<file path="src/rtl/mul_int_seq_ctrl_pkg.sv">
// mul_int_seq_ctrl_pkg: shared sequencer state encodings and handshake helper
package mul_int_seq_ctrl_pkg;
   localparam logic [1:0] ST_IDLE = 2'd0;
   localparam logic [1:0] ST_RUN  = 2'd1;
   localparam logic [1:0] ST_DONE = 2'd2;
   function automatic logic fire(input logic v, input logic r);
      return v && r;
   endfunction
endpackage

</file>
<file path="src/rtl/mul_int_seq_ctrl_adder.sv">
// mul_int_seq_ctrl_adder: WIDTH-bit adder for the accumulate step (carry-out dropped)
// ports: a, b addends; sum = (a + b) mod 2^WIDTH
module mul_int_seq_ctrl_adder #(parameter int WIDTH = 8) (
   input  logic [WIDTH-1:0] a,
   input  logic [WIDTH-1:0] b,
   output logic [WIDTH-1:0] sum
);
   assign sum = a + b;
endmodule

</file>
<file path="src/rtl/mul_int_seq_ctrl.sv">
// mul_int_seq_ctrl: shift-and-add multiply sequencer, P = lower WIDTH bits of A*B after WIDTH steps
// ports: clk, rst (sync, active-high); in_valid/in_ready with operands A, B;
//        out_valid/out_ready with registered product P; busy high outside IDLE
module mul_int_seq_ctrl
   import mul_int_seq_ctrl_pkg::*;
#(parameter int WIDTH = 8) (
   input  logic             clk,
   input  logic             rst,
   input  logic             in_valid,
   output logic             in_ready,
   input  logic [WIDTH-1:0] A,
   input  logic [WIDTH-1:0] B,
   output logic             out_valid,
   input  logic             out_ready,
   output logic [WIDTH-1:0] P,
   output logic             busy
);
   localparam int CNT_W = $clog2(WIDTH + 1);
   logic [1:0]       state;
   logic [WIDTH-1:0] acc, mcand, mplier, sum;
   logic [CNT_W-1:0] cnt;
   mul_int_seq_ctrl_adder #(.WIDTH(WIDTH)) u_add (
      .a(acc),
      .b(mplier[0] ? mcand : '0),
      .sum(sum)
   );
   assign in_ready  = state == ST_IDLE;
   assign out_valid = state == ST_DONE;
   assign busy      = state != ST_IDLE;
   always_ff @(posedge clk) begin
      if (rst) begin
         state  <= ST_IDLE;
         acc    <= '0;
         mcand  <= '0;
         mplier <= '0;
         cnt    <= '0;
         P      <= '0;
      end else begin
         case (state)
            ST_IDLE: if (fire(in_valid, in_ready)) begin
               mcand  <= A;
               mplier <= B;
               acc    <= '0;
               cnt    <= '0;
               state  <= ST_RUN;
            end
            ST_RUN: begin
               acc    <= sum;
               mcand  <= mcand << 1;
               mplier <= mplier >> 1;
               cnt    <= cnt + CNT_W'(1);
               // fixed WIDTH steps, no early exit, so latency is data-independent
               if (cnt == CNT_W'(WIDTH - 1)) begin
                  P     <= sum;
                  state <= ST_DONE;
               end
            end
            ST_DONE: if (fire(out_valid, out_ready)) state <= ST_IDLE;
            default: state <= ST_IDLE;
         endcase
      end
   end
endmodule

</file>
<file path="config.mk">
export PLATFORM = sky130hd
export DESIGN_NAME = mul_int_seq_ctrl
export DESIGN_NICKNAME = d
export VERILOG_FILES = /design/src/rtl/mul_int_seq_ctrl_pkg.sv /design/src/rtl/mul_int_seq_ctrl_adder.sv /design/src/rtl/mul_int_seq_ctrl.sv
export SDC_FILE = /design/constraint.sdc
export NUM_CORES = 1
export LEC_CHECK = 0
export ABC_AREA = 1
export CAP_MARGIN = 20
export CORE_MARGIN = 2
export CORE_UTILIZATION = 30
export CTS_BUF_LIST = sky130_fd_sc_hd__clkbuf_4 sky130_fd_sc_hd__clkbuf_8 sky130_fd_sc_hd__clkbuf_16
export DETAILED_ROUTE_END_ITERATION = 8
export SLEW_MARGIN = 20
export SYNTH_ARGS = -nofsm -noshare
export SYNTH_HDL_FRONTEND = slang
export SYNTH_SLANG_ARGS = --single-unit
</file>
<file path="constraint.sdc">
create_clock -name clk -period 3.2 [get_ports clk]
set_input_delay 0.64 -clock clk [delete_from_list [all_inputs] [get_ports clk]]
set_output_delay 0.64 -clock clk [all_outputs]
set_load 0.02 [all_outputs]
</file>
; Word level (Yosys, flattened, before mapping)
; Cells that the tools add are included.
[classes]
n_reduce_logical = 8
add_sub_neg = 2
n_mux = 13
n_eq_ne = 6
[op_table]
columns = op, count
row1 = one-hot mux 8 bit (2 select lines), 3
row2 = 2-to-1 mux 8 bit, 4
row3 = adder 8 bit, 1
row4 = one-hot mux 4 bit (2 select lines), 1
row5 = 2-to-1 mux 2 bit, 3
row6 = one-hot mux 2 bit (3 select lines), 1
row7 = "adder 4 x 1 -> 4 bit, second input constant", 1
row8 = "== test 4 x 3 -> 1 bit, second input constant", 1
row9 = 2-to-1 mux 4 bit, 1
row10 = "!= test 2 x 1 -> 1 bit, second input constant", 2
row11 = AND reduction 2 bit, 2
row12 = nonzero test 2 bit, 2
row13 = AND reduction 3 bit, 1
row14 = "== test 2 x 1 -> 1 bit, second input constant", 1
row15 = "== test 2 bit, second input constant", 1
row16 = logical AND 1 bit, 2
row17 = logical NOT 2 bit, 1
row18 = "!= test 2 bit, second input constant", 1
[word_totals]
in_bits = 20
register_bits = 38
elab_cells = 35

; Depth between registers and ports, before layout
[logic_depth]
ltp_word = 4
mapped_depth = 14
mapped_depth_nobuf = 13

; Modules after synthesis
; From an unflattened synthesis, not the netlist that was laid out.
[unflattened]
hier_cells = 323
hier_area_um2 = 2103.3
[modules_own_cells]
columns = module, cells_per_inst, area_each_um2, n_inst
row1 = mul_int_seq_ctrl, 263, 1741.7, 1
row2 = mul_int_seq_ctrl_adder, 60, 361.6, 1

; Worst setup path before layout
; No wires, ideal clock.
[synth_path]
kind = register -> register
from = register mplier[0]
to = register P[4]
required_ps = 3085
path_slack_ps = 1503
path_buffers = 1
arrival_ps = 1581
stages_incl_launch_ff = 12
setup_ps = 115
period_less_slack_ps = 1697
cell_sequence = dfxtp_1 buf_2 nand2_1 inv_1 ha_1 inv_1 fa_1 inv_1 a21oi_1 xnor2_1 o21ai_0 inv_1
[synth_between]
elab_chain_len = 2
[synth_lines]
columns = element, line
row1 = start: declaration, mul_int_seq_ctrl.sv:20  ; logic [WIDTH-1:0] acc, mcand, mplier, sum;
row2 = start signal: assignment, mul_int_seq_ctrl.sv:50  ; mplier <= mplier >> 1;
row3 = 2-to-1 mux 8 bit, mul_int_seq_ctrl.sv:24  ; .b(mplier[0] ? mcand : '0),
row4 = adder 8 bit, mul_int_seq_ctrl_adder.sv:8  ; assign sum = a + b;
row5 = end signal: assignment, mul_int_seq_ctrl.sv:54  ; P <= sum;
row6 = end: declaration, mul_int_seq_ctrl.sv:15  ; output logic [WIDTH-1:0] P,
; No other way between the ends.
; A chain may end at the register's enable or synchronous reset.

; Worst setup path in the final report
[layout_path]
from = register state[1]
to = output port out_valid
[layout_between]
elab_chain_len = 1
[layout_lines]
columns = element, line
row1 = start: declaration, mul_int_seq_ctrl.sv:19  ; logic [1:0] state;
row2 = start signal: assignment, mul_int_seq_ctrl.sv:32  ; state <= ST_IDLE;
row3 = start signal: assignment, mul_int_seq_ctrl.sv:45  ; state <= ST_RUN;
row4 = start signal: assignment, mul_int_seq_ctrl.sv:55  ; state <= ST_DONE;
row5 = == test 2 bit, mul_int_seq_ctrl.sv:28  ; assign out_valid = state == ST_DONE;
row6 = end: declaration, mul_int_seq_ctrl.sv:13  ; output logic out_valid,
; No other way between the ends.

==> flow_summary.toml <==
[critical_path]
cp_slowest_cell = "clkdlybuf4s50_1"
setup.worst_path.start_class = "register"
ff2ff_path_depth = 13
critPathBufInv = 2
crit_fanout = 3
path_cells = "inv_1 -> nor2_1 -> clkdlybuf4s50_1"
path_delay_family = "buffers and inverters"
cp.required_ns = 2.56
cp_data_arrival_time_ns = 1.56
ff2ff_setup_slack_ns = 1.23
cp.depth = 3
setup.worst_path.class = "reg -> out"
slowest_delay_ns = 0.62
endpoint_kind = "output pin"

[timing]
finalWorstSetupSlack_ns = 0.998
slew_headroom = 0.653
worst_pin_slew_ns = 0.519
finalSetupViolCount = 0
fin_crit_ns = 2.20
clock_skew_ns = 0.00481
rsz0062_at_grt = "false"
fin_setup_tns_ns = 0
fmax_mhz = 454
hold_viol_final = 0
drv_slew = 0
finalCritPeriodShare = 0.688

[pwr]
total_power_uw = 969
leakage_uw = 0.00113
ir_worst_vdd_mv = 0.171
power-per-cell-area_nw_per_um2 = 399

[global_routing]
grt_pass1_wl_um = 7360
grt_max_degree = 29
grt_use_total = 0.125
grt_pass1_vias = 1688
overflow = 0
antenna_found_initial = 0

[placed_design]
pre_cts_ws_ns = 1.08
port_buffers = 30
place_inst = 384
place.gp.congestion = 0.799
dp_hpwl_um = 3040
placed_cell_area_um2 = 2340

[clock_tree]
clockBufferDepth = 2
clock-sinks = 38
numCtsBuffers = 5
clock_latency_ns = 0.29
htreeDepth = 2
postCtsHoldBufs = 0
clk_pin_slew_ns = 0.08
ctsRootBufferMaster = "clkbuf_8"
cts_tree = "built"
post_cts_buffers = 0
cts_resized = 0

[synth]
syn_area_um2 = 2000
ys_types = 28
syn_inst = 287
synth_seq_cells = 38
synth-edff-count = 0
async_reset_ff_frac = 0
yosys_warnings = 0
synth_flop_cell = "dfxtp_1"
syn-num-nets = 316
seq_area_frac_synth = 0.380
avgSynthCellArea_um2 = 6.98

[cells_and_area]
seqCellArea_um2 = 761
most-common-layout-cells = "nand2_1, dfxtp_1, inv_1"
layout_commonest_cell = "nand2_1"
nFillCells = 699
nNetsFinal = 343
syn2layout_area_growth_pct = 21.3
multi_input_area_um2 = 1020
antenna_cells = 0
final_cells = 392
final_layout_size_suffix_gt1_frac = 0.0635
fin_area_um2 = 2430

[detailed_routing]
viasPerCell = 4.56
final_antenna_net_count = 0
wl_per_cell_um = 10.7
wirelength_um = 4210
dr.first_iter.drc_count = 89
remaining_drc_errors = 0
vias = 1786
first_pass_iters = 4

[floorplan]
die_h_um = 85.7
die_w_um = 85.7
start_util = 0.312
core_um2 = 6420
rows = 29
io_pins = 31
dieArea_um2 = 7350

[status]
status = "finished clean"

[worst_hold_path]
min_path_type = "reg -> reg"
hold_depth = 2

[flow_run]
maxCapViolCount = 0
## tightest hold or removal path: stages, from the launching register on
cell and delay (ns):
dfxtp_1 0.31, nand2_1 0.06, a21oi_1 0.05
## layer usage
layer,part of all wire,global-route usage
met4,0.015,0.0505
met5,0,0
met1,0.46,0.149
met3,0.046,0.0308
met2,0.48,0.214
## synthesized netlist by cell type, drive strengths merged, types with 3 or more instances
library cell,count,area (µm²)
nor2,19,106
inv,41,156
a21oi,24,120
clkbuf,4,15.0
a31oi,4,25.0
ha,8,100
a22oi,5,37.5
nand3,16,80.1
buf,7,56.3
dfxtp,38,761
o21ai,5,25.0
nand4,3,33.8
nand2,103,394
## path summary, 6_finish.rpt
path                                              from                      to
worst max-delay path             state[1]$_SDFFE_PP0P_               out_valid
worst min register to register  mplier[7]$_SDFFE_PP0P_  mplier[7]$_SDFFE_PP0P_
worst max register to register  mplier[0]$_SDFFE_PP0P_       P[6]$_SDFFE_PP0P_
worst min-delay path            mplier[7]$_SDFFE_PP0P_  mplier[7]$_SDFFE_PP0P_
## metrics by stage
step	util	hold WS, ns
2_1_floorplan	-	0.439
6_report	0.379	0.465
3_3_place_gp	0.364	0.453
5_1_grt	0.379	0.495
4_1_cts	0.379	0.469
3_5_place_dp	0.364	0.457
## cells by family after synthesis
group	Yosys count	share of synthesized area
adder cells (fa/ha/maj)	9	0.0599
AO/OA/AOI/OAI	40	0.114
AND/OR/NAND/NOR	145	0.320
flip-flops	38	0.380
buffers and inverters	52	0.114
XOR/XNOR	3	0.0131
## power by group
| part | switching (µW) | total [µW] | internal (µW) |
|---|---|---|---|
| combinational | 68.8 | 120 | 51.1 |
| sequential | 13.4 | 503 | 490 |
| clock | 173 | 346 | 173 |
| total | 255 | 969 | 714 |
## layout make-up
cell class,instances,share of cell area
clock inverter,2,0.00514
sequential,38,0.313
tap,77,0.0396
timing repair buffer,31,0.127
multi-input combinational,197,0.418
inverter,41,0.0643
clock buffer,6,0.0340
## state kept, by name, indices dropped and copies added (netlist names)
| name | count |
|---|---|
| cnt | 4 |
| state | 2 |
| P | 8 |
| mplier | 8 |
| acc | 8 |
| mcand | 8 |
No activity file was read; power rests on OpenSTA's default activity.
